[src/rtl/instr_fetch_unit.sv]
// rtl/instr_fetch_unit.sv - PC register and instruction fetch with req/ack memory handshake
// Optional feature macro: FETCH_AUTO_INC_EN (accepted fetch also advances pc by one)
module instr_fetch_unit #(
  parameter int AW = 9,
  parameter int DW = 16,
  parameter logic [AW-1:0] RESET_PC = '0
) (
  input  logic          i_clk,
  input  logic          i_reset,
  input  logic [AW-1:0] i_next_pc,
  input  logic          i_load_pc,
  input  logic          i_fetch_req,
  output logic          o_mem_rd,
  output logic [AW-1:0] o_mem_addr,
  input  logic [DW-1:0] i_mem_rdata,
  input  logic          i_mem_ack,
  output logic [AW-1:0] o_pc,
  output logic [DW-1:0] o_ir,
  output logic          o_ir_valid,
  output logic          o_fetch_busy
);

  localparam logic [1:0] S_IDLE  = 2'd0;
  localparam logic [1:0] S_REQ   = 2'd1;
  localparam logic [1:0] S_DRAIN = 2'd2;

  logic [1:0]    r_state;
  logic [AW-1:0] r_pc;
  logic [DW-1:0] r_ir;
  logic          r_ir_valid;
  logic          r_mem_rd;
  logic [AW-1:0] r_mem_addr;
  logic          r_fetch_busy;

  logic          w_accept;
  logic [AW-1:0] w_pc_after_fetch;

  // A read completes into ir only if it was not cancelled in this same cycle.
  assign w_accept = (r_state == S_REQ) && i_mem_ack && !i_load_pc;

`ifdef FETCH_AUTO_INC_EN
  assign w_pc_after_fetch = r_pc + {{(AW-1){1'b0}}, 1'b1};
`else
  assign w_pc_after_fetch = r_pc;
`endif

  always_ff @(posedge i_clk) begin
    if (i_reset) begin
      r_state      <= S_IDLE;
      r_pc         <= RESET_PC;
      r_ir         <= '0;
      r_ir_valid   <= 1'b0;
      r_mem_rd     <= 1'b0;
      r_mem_addr   <= '0;
      r_fetch_busy <= 1'b0;
    end else begin
      r_ir_valid <= 1'b0;

      if (i_load_pc)
        r_pc <= i_next_pc;
      else if (w_accept)
        r_pc <= w_pc_after_fetch;

      case (r_state)
        S_IDLE: begin
          if (i_fetch_req) begin
            r_state      <= S_REQ;
            r_mem_rd     <= 1'b1;
            r_fetch_busy <= 1'b1;
            r_mem_addr   <= i_load_pc ? i_next_pc : r_pc;
          end
        end
        S_REQ: begin
          if (i_mem_ack) begin
            r_state      <= S_IDLE;
            r_mem_rd     <= 1'b0;
            r_fetch_busy <= 1'b0;
            if (!i_load_pc) begin
              r_ir       <= i_mem_rdata;
              r_ir_valid <= 1'b1;
            end
          end else if (i_load_pc) begin
            r_state <= S_DRAIN;
          end
        end
        // The cancelled read still has to finish on the bus; its data is dropped.
        S_DRAIN: begin
          if (i_mem_ack) begin
            r_state      <= S_IDLE;
            r_mem_rd     <= 1'b0;
            r_fetch_busy <= 1'b0;
          end
        end
        default: begin
          r_state      <= S_IDLE;
          r_mem_rd     <= 1'b0;
          r_fetch_busy <= 1'b0;
        end
      endcase
    end
  end

  assign o_mem_rd     = r_mem_rd;
  assign o_mem_addr   = r_mem_addr;
  assign o_pc         = r_pc;
  assign o_ir         = r_ir;
  assign o_ir_valid   = r_ir_valid;
  assign o_fetch_busy = r_fetch_busy;

endmodule

[config.mk]
export PLATFORM = sky130hd
export DESIGN_NAME = instr_fetch_unit
export DESIGN_NICKNAME = d
export VERILOG_FILES = /design/src/rtl/instr_fetch_unit.sv
export SDC_FILE = /design/constraint.sdc
export NUM_CORES = 1
export LEC_CHECK = 0
export BUFFER_PORTS_ARGS = -buffer_cell sky130_fd_sc_hd__buf_4
export CELL_PAD_IN_SITES_DETAIL_PLACEMENT = 0
export CELL_PAD_IN_SITES_GLOBAL_PLACEMENT = 1
export CORE_MARGIN = 2
export CORE_UTILIZATION = 36
export CTS_CLUSTER_DIAMETER = 100
export DETAILED_ROUTE_END_ITERATION = 10
export PLACE_DENSITY_LB_ADDON = 0.1
export SYNTH_ARGS = -nofsm -noshare
export SYNTH_HDL_FRONTEND = slang
export SYNTH_SLANG_ARGS = --single-unit
[constraint.sdc]
create_clock -name i_clk -period 3.1 [get_ports i_clk]
set_input_delay 0.62 -clock i_clk [delete_from_list [all_inputs] [get_ports i_clk]]
set_output_delay 0.62 -clock i_clk [all_outputs]
set_load 0.1 [all_outputs]
==> run_results.csv <==
group,metric,value,unit
run_status,status,"finished, final reports clean",
detailed_routing,drt-initial-drc-count,33,
detailed_routing,routed_wl,3340,microns
worst_setup_path,critPathArrivalTime,1810,ps
power_and_ir_drop,ir_drop,0.000399,V
final_layout,n_antenna_cell,0,
logic_synthesis,synth-xor-area-share,0,%
global_route,grt_pass1_vias,1232,
global_route,antenna_found_initial,0,
final_layout,area_growth,38.5,%
timing,worst_slew_pin_slew,631,ps
clock_tree,htreeDepth,2,
logic_synthesis,synthMuxAreaShare,7.30,%
clock_tree,clockRootBuffer,"clkbuf_8",
detailed_routing,routedWlPerCell,12.3,microns
clock_tree,clock-sinks,38,
logic_synthesis,ys_warn_count,0,
worst_setup_path,cp_max_fo,18,
placement,portBuffers,66,
worst_setup_path,cp-end-kind,"flop",
timing,fin_tns_setup,0,ps
die,die_h,68.7,microns
clock_tree,clk_path_buf_depth,2,
clock_tree,cts_setup_buffers,0,
timing,drv_slew,0,
timing,rsz0062_at_grt,"no",
clock_tree,cts_resized,0,
logic_synthesis,synthDistinctLibCells,25,
min_path,hold_class,"flop to flop",
logic_synthesis,ys_seq_area_share,50.4,%
detailed_routing,vias,1276,
clock_tree,clk_pin_slew,70,ps
detailed_routing,route.detailed.drc,0,
timing,timing.fmax,618,MHz
final_layout,nets,256,
timing,finClkSkew,8.26,ps
die,fp.dieW,68.7,microns
detailed_routing,first_pass_iters,4,
logic_synthesis,synthSimpleGateAreaFrac,17.2,%
timing,slew-limit-headroom,57.9,%
clock_tree,cts_tree,"yes",
detailed_routing,postRouteAntennaNets,0,
logic_synthesis,synth-seq-cells,38,
worst_setup_path,worstPathRequired,3300,ps
placement,gp_routability_congestion,0.690,
placement,dp_hpwl,2450,microns
run,cap_violations,0,
timing,period_share,52.2,%
power_and_ir_drop,power_density,750,mW/mm^2
global_route,grtUsageTotal,14.7,%
logic_synthesis,synth_fp_nets,194,
final_layout,layout_commonest_cell,"buf_4",
die,core_area,0.00403,sq mm
logic_synthesis,synth_top_family_by_area,"simple AND/OR/NAND/NOR gates",
die,start_util,37.5,%
logic_synthesis,synthAdderAreaFrac,4.15,%
worst_setup_path,criticalPathCategory,"flop to flop",
die,die_area,0.00473,sq mm
clock_tree,clock_latency,280,ps
timing,holdWs,456,ps
worst_setup_path,start_kind,"flop",
clock_tree,cts_buffers,5,
timing,hold_viol,0,
global_route,grt_max_degree,38,
logic_synthesis,synth_compound_area_share,13.9,%
timing,min_period,1620,ps
timing,setup_viol,0,
detailed_routing,avgViaCountPerCell,4.71,
die,fp-row-count,23,
logic_synthesis,syn-cell-area,0.00151,sq mm
clock_tree,postCtsHoldBufs,0,
final_layout,layout_common_cells,"66 x buf_4, 38 x dfxtp_1, 35 x nand2_1, 19 x nor2_1, 11 x mux2i_1",
global_route,grt_remaining_overflow,0,
power_and_ir_drop,p_leak,0.934,nW
final_layout,post_route_cells_drive_above_1_share,38.9,%
die,num_io_pins,67,
global_route,grt_pass1_wl,5180,microns
logic_synthesis,synthCells,159,
logic_synthesis,syn_area_per_cell,9.49,sq um
-- cell type report --
class,instances,area (sq um)
inverters,4,15.0
well taps,50,62.6
repair buffers,66,495
clock buffers,6,82.6
flip-flops and latches,38,761
multi-input cells,106,643
clock inverters,1,30.0
fillers,380,1940
-- registers in the layout, indices dropped and copies added, names as in the netlist --
name	cells
o_ir	16
o_mem_addr	9
o_pc	9
r_state	2
o_fetch_busy	1
o_ir_valid	1
-- through the flow --
step                worst slack [ps]  std cells  area (sq um)  util, %  total power [mW]
global placement                1380        264          1980     49.1              1.16
detailed placement              1340        264          1980     49.1              1.16
global route                    1300        271          2090     51.9              1.63
finish                          1480        271          2090     51.9              1.57
CTS                             1470        271          2090     51.9              1.58
floorplan                       1110        159          1510        -              1.06
-- worst max-delay path, stage by stage (launching register included) --
cell and delay (ps):
dfxtp_1 340, inv_1 120, ha_1 190, and2_1 540, nor2_1 100, a211oi_1 230
-- per-layer routing --
layer | routed length [microns] | track usage [%] | vias to the layer above
met4 | 49 | 6.62 | 0
met5 | 0 | 0 | -
li1 | - | - | 647
met2 | 1650 | 26.3 | 38
met3 | 243 | 5.03 | 8
met1 | 1390 | 15.6 | 583
-- Yosys cell counts --
cell      instances  area (sq um)
inv_1             3          11.3
a221oi_2          1          15.0
and2_1            1          6.26
dfxtp_1          38           761
nor4b_1           1          8.76
nor2b_1           1          6.26
buf_4             1          7.51
mux2i_1          11           110
nand3_1           1          5.00
nand2b_1          1          6.26
ha_1              5          62.6
nor2_1           19          71.3
nand2_1          35           131
buf_6             4          45.0
and3b_1           1          8.76
a211oi_1          9          67.6
buf_8             1          15.0
nor3_1            1          5.00
clkbuf_1          1          3.75
buf_2             3          15.0
a21oi_1           8          40.0
inv_2             1          3.75
a21oi_2          10          87.6
nand3b_2          1          11.3
buf_1             1          3.75
-- final timing paths --
| path | from | endpoint | slack (ps) | cells after the start |
|---|---|---|---|---|
| hold reg to reg | o_ir[4] | o_ir[4] | 460 | 2 |
| hold / removal | o_ir[4] | o_ir[4] | 460 | 2 |
| setup / recovery | r_state[0] | o_mem_addr[8] | 1480 | 5 |
| setup reg to reg | r_state[0] | o_mem_addr[8] | 1480 | 5 |
-- power by group --
group | internal (mW) | leakage (nW) | switching, mW | total [mW]
sequential | 0.536 | 0.311 | 0.0285 | 0.565
combinational | 0.140 | 0.566 | 0.447 | 0.586
clock | 0.257 | 0.0573 | 0.158 | 0.415
-- cell families (layout without fill, tap and decap cells) --
kind of cell	count (synthesis)	count (layout)
compound gates	28	28
fa+ha+maj	5	5
buf+inv	15	77
flops	38	38
mux	11	11
simple gates	62	62
No activity file was read; power rests on OpenSTA's default activity.
